--- src/rtl/regfile.sv ---
// ----------------------------------------------------------------------------
// regfile
//   General-purpose register file with two registered read ports and one
//   write port fed by the writeback stage. Entry 0 is hard-wired to zero.
//   Reads have one cycle of latency and bypass a same-cycle write. While the
//   core is stalled the read side holds its captured indices and data, but
//   still picks up writeback results aimed at the held indices.
//
// Ports
//   clk        in   clock, all state updates on the rising edge
//   rst        in   asynchronous active-high reset
//   i_stall    in   core stall, freezes the read side
//   i_rs       in   read port A index
//   i_rt       in   read port B index
//   o_rs_data  out  registered read data, port A
//   o_rt_data  out  registered read data, port B
//   i_rd       in   write index (0 = no write)
//   i_rd_data  in   write data
// ----------------------------------------------------------------------------
module regfile #(
    parameter int unsigned CPU_REGNO_WIDTH = 5,
    parameter int unsigned CPU_REG_WIDTH   = 32
) (
    input  logic                       clk,
    input  logic                       rst,
    input  logic                       i_stall,
    input  logic [CPU_REGNO_WIDTH-1:0] i_rs,
    input  logic [CPU_REGNO_WIDTH-1:0] i_rt,
    output logic [CPU_REG_WIDTH-1:0]   o_rs_data,
    output logic [CPU_REG_WIDTH-1:0]   o_rt_data,
    input  logic [CPU_REGNO_WIDTH-1:0] i_rd,
    input  logic [CPU_REG_WIDTH-1:0]   i_rd_data
);

    localparam int unsigned NUM_REGS = 1 << CPU_REGNO_WIDTH;

    logic [CPU_REG_WIDTH-1:0]   mem_q [NUM_REGS];
    logic [CPU_REGNO_WIDTH-1:0] rs_q, rs_d;
    logic [CPU_REGNO_WIDTH-1:0] rt_q, rt_d;
    logic [CPU_REG_WIDTH-1:0]   rs_data_q, rs_data_d;
    logic [CPU_REG_WIDTH-1:0]   rt_data_q, rt_data_d;

    logic wr_en;
    assign wr_en = (i_rd != '0);

    // Storage: entry 0 is never written, so it stays at its reset value of 0.
    always_ff @(posedge clk or posedge rst) begin
        if (rst) begin
            mem_q <= '{default: '0};
        end else if (wr_en) begin
            mem_q[i_rd] <= i_rd_data;
        end
    end

    // Read side next state. Unstalled: capture new indices and read with
    // write bypass. Stalled: hold, except refresh a held index that is being
    // written this cycle so the output never goes stale during a stall.
    always_comb begin
        rs_d      = rs_q;
        rt_d      = rt_q;
        rs_data_d = rs_data_q;
        rt_data_d = rt_data_q;

        if (!i_stall) begin
            rs_d = i_rs;
            rt_d = i_rt;

            if (i_rs == '0) begin
                rs_data_d = '0;
            end else if (i_rs == i_rd) begin
                rs_data_d = i_rd_data;
            end else begin
                rs_data_d = mem_q[i_rs];
            end

            if (i_rt == '0) begin
                rt_data_d = '0;
            end else if (i_rt == i_rd) begin
                rt_data_d = i_rd_data;
            end else begin
                rt_data_d = mem_q[i_rt];
            end
        end else begin
            if (wr_en && (rs_q == i_rd)) begin
                rs_data_d = i_rd_data;
            end
            if (wr_en && (rt_q == i_rd)) begin
                rt_data_d = i_rd_data;
            end
        end
    end

    always_ff @(posedge clk or posedge rst) begin
        if (rst) begin
            rs_q      <= '0;
            rt_q      <= '0;
            rs_data_q <= '0;
            rt_data_q <= '0;
        end else begin
            rs_q      <= rs_d;
            rt_q      <= rt_d;
            rs_data_q <= rs_data_d;
            rt_data_q <= rt_data_d;
        end
    end

    assign o_rs_data = rs_data_q;
    assign o_rt_data = rt_data_q;

endmodule

--- config.mk ---
export PLATFORM = sky130hd
export DESIGN_NAME = regfile
export DESIGN_NICKNAME = d
export VERILOG_FILES = /design/src/rtl/regfile.sv
export SDC_FILE = /design/constraint.sdc
export NUM_CORES = 2
export LEC_CHECK = 0
export ABC_CLOCK_PERIOD_IN_PS = 82900
export BUFFER_PORTS_ARGS = -buffer_cell sky130_fd_sc_hd__buf_2
export CAP_MARGIN = 25
export CORE_MARGIN = 5
export CORE_UTILIZATION = 60
export DETAILED_ROUTE_END_ITERATION = 16
export PLACE_DENSITY_LB_ADDON = 0.2
export SYNTH_ARGS = -nofsm -noshare
export SYNTH_HDL_FRONTEND = slang
export SYNTH_SLANG_ARGS = --single-unit
--- constraint.sdc ---
create_clock -name clk -period 82.9 [get_ports clk]
set_input_delay 12.435 -clock clk [delete_from_list [all_inputs] [get_ports clk]]
set_output_delay 12.435 -clock clk [all_outputs]
set_load 0.03 [all_outputs]
==> run_results.csv <==
group,metric,value,unit
floorplan,die_width,320,um
critical_path,path_common_cell,"buf_4",
synth,yosysWarnings,0,
critical_path,reg2regPathDepth,7,
critical_path,end_kind,"register",
route,drt-total-wl,186000,um
clock_tree,cts_tree,"built",
global_route,grt_overflow,0,
route,num_vias,38700,
critical_path,critPathMaxStageDelay,0.75,ns
layout,final_util,0.661,
critical_path,timing.rr.start,"rt_q[0]",
hold_path,hold-path-cell-count,0,
placed_design,place_congestion,0.820,
floorplan,start_util,0.605,
critical_path,arrival,16.36,ns
synth,syn-num-nets,4018,
route,drc,0,
timing,fin_crit_sh,0.190,
clock_tree,cts.hold.buffers_added,0,
clock_tree,cts_buffers,116,
layout,synthToLayoutAreaGrowth,9.25,%
placed_design,dpl.cell_count,4969,
route,routedWlPerCell,35.9,um
synth,synth_ff_type,"dfrtp_1",
timing,tightest_slew,1.17,ns
timing,min_period,15.76,ns
clock_tree,clockBufferDepth,3,
route,drtIter0Drc,4699,
floorplan,die_h,320,um
flow_run,cap_violations,0,
route,first_pass_iters,5,
clock_tree,postCtsSetupRepairBufs,0,
route,ant_nets,0,
clock_tree,worst_skew_pair.late_latency,0.70,ns
layout,final_nets,3877,
critical_path,crit_buf_inv,4,
critical_path,path_cells,"buf_6 -> buf_4 -> buf_4 -> or3b_2 -> buf_4 -> o22ai_1 -> a2111oi_0 -> a41o_1 -> a32oi_1",
timing,fin_tns_setup,0,ns
floorplan,rows,113,
timing,max_freq,0.0635,GHz
synth,postSynthAreaPerCell,14.5,um^2
route,viasPerCell,7.45,
synth,synth_top_area_cell,"dfrtp_1",
timing,finClkSkew,0.0194,ns
hold_path,worstHoldEndpoint,"mem_q[996]",
clock_tree,path_clk_slew,0.06,ns
hold_path,worstHoldStart,"mem_q[996]",
hold_path,hp-class,"reg2reg",
synth,synth_edf_count,0,
critical_path,start_kind,"primary input",
synth,async_flop_share,1.00,
pwr,leakage,26.5,nW
floorplan,die-area,102000,um^2
global_route,antenna_found_initial,8,
timing,setup_violations,0,
critical_path,crit_slowest_cell,"buf_4",
synth,synth_seq_cells,1098,
timing,rsz0062_at_grt,"false",
global_route,grt_pass1_vias,39500,
critical_path,cp.required,83.51,ns
synth,syn_inst,3968,
placed_design,dp_hpwl,102000,um
pwr,finalPower,1.64,mW
critical_path,worstSetupPathType,"in2reg",
timing,finalHoldViolCount,0,
synth,yosysTopAreaCellShare,0.478,
synth,ys_seq_area_frac,0.478,
critical_path,worstPathMaxFanout,45,
layout,fillers,6733,
clock_tree,htree_levels,3,
clock_tree,cts.repair.resized,0,
synth,netlist_area,57500,um^2
floorplan,ios,114,
timing,slew_violations,0,
synth,yosysMostFrequentCell,"dfrtp_1",
critical_path,crit_family,"buffers and inverters",
timing,slew_headroom,0.218,
synth,synthDistinctLibCells,49,
clock_tree,ctsRootBufferMaster,"clkbuf_16",
layout,drive_gt1_frac,0.468,
run_status,outcome,"finished, final reports clean",
critical_path,r2r-end,"o_rt_data[9]",
critical_path,rrSetupSlack,79.99,ns
pwr,irDropWorstVdd,0.0193,mV
layout,stdcell_count,5189,
global_route,grt_max_degree,166,
synth,yosys-top-cells-area,"dfrtp_1 48%, mux2_2 19%, mux4_2 15%",
pwr,power.density,26.1,nW/um^2
placed_design,port_buffers,113,
floorplan,core,95200,um^2
synth,synthTopCellsByCount,"1,098 x dfrtp_1, 990 x mux2_2, 387 x mux4_2, 252 x mux2i_1, 241 x clkbuf_1",
clock_tree,clock-sinks,1098,
global_route,grtUsageTotal,0.362,
global_route,grt_pass1_wl,273000,um
[layout by cell type, fill, tap and decap left out, drive strengths merged, types with 7 or more instances in the layout]
master / instances
a22oi: 84
nand3: 7
nor3: 11
o22a: 15
a221o: 14
o211ai: 50
a21oi: 38
buf: 209
mux4: 387
bufinv: 14
a2111oi: 23
nor2: 20
a22o: 69
a41o: 15
mux2: 1010
o221ai: 49
a211oi: 60
clkinv: 24
or3: 8
dfrtp: 1098
nor2b: 8
clkbuf: 170
xor2: 10
nand2: 116
a32oi: 50
o22ai: 62
xnor2: 10
mux2i: 252
[layer usage]
layer,track usage,vias to the layer above,share of wire
met4,0.155,4,0.054
met1,0.506,20500,0.38
li1,-,15200,-
met2,0.533,2369,0.44
met3,0.113,598,0.12
met5,0,-,0.00015
[kinds of logic (layout without fill, tap and decap cells)]
family / count (synthesis) / after routing / share of synthesized area
xor gates and xnor gates: 20 / 20 / 0.00304
muxes: 1649 / 1649 / 0.393
and+or+nand+nor: 193 / 193 / 0.0150
AOI/OAI and AO/OA: 539 / 539 / 0.0741
DFF: 1098 / 1098 / 0.478
buffers and inverters: 469 / 420 / 0.0373
other: 0 / 5 / 0
[power by group]
group / internal [mW] / switching [mW]
logic: 0.200 / 0.149
registers: 0.655 / 0.0883
clock network: 0.330 / 0.220
total: 1.19 / 0.457
[final cells by class]
| class | instances | area, um^2 | share of cell area |
|---|---|---|---|
| Tap cell | 1265 | 1580 | 0.0252 |
| Timing Repair Buffer | 209 | 1530 | 0.0243 |
| Inverter | 1 | 11.3 | 0.000179 |
| Multi-Input combinational cell | 2401 | 28200 | 0.449 |
| Sequential cell | 1098 | 27500 | 0.437 |
| Clock inverter | 40 | 556 | 0.00884 |
| Clock buffer | 170 | 3460 | 0.0551 |
| Antenna cell | 5 | 12.5 | 0.000199 |
[worst max path at each step]
stage	slack (ns)	startpoint	cells past startpoint	end
CTS	67.26	i_rt[0]	8	o_rt_data[19]
finish	67.14	i_rt[2]	9	o_rt_data[9]
global route	67.06	i_rt[0]	8	o_rt_data[19]
floorplan	39.55	rst	1	mem_q[0]
global placement	66.56	i_rt[0]	8	o_rt_data[19]
detailed placement	66.53	i_rt[0]	8	o_rt_data[19]
[metrics by stage]
stage	hold WS (ns)	worst slack, ns	instance area (um^2)
floorplan	0.441	39.55	57500
global placement	0.376	66.56	58600
detailed placement	0.386	66.53	58700
CTS	0.399	67.26	62700
global route	0.407	67.06	62900
finish	0.395	67.14	62900
[worst reg2reg max path: stages, from the launching register on]
cell,delay (ns)
dfrtp_1,0.38
xnor2_1,0.14
nand3_1,0.18
o31a_2,0.37
buf_4,0.39
a21oi_4,0.46
buf_4,0.59
a32oi_1,0.22
[registers in the layout, summed over array words and instances, names as in the netlist]
register	count
o_rs_data	32
rt_q	5
o_rt_data	32
mem_q	1024
rs_q	5
Power figures use the tool's default switching activity.
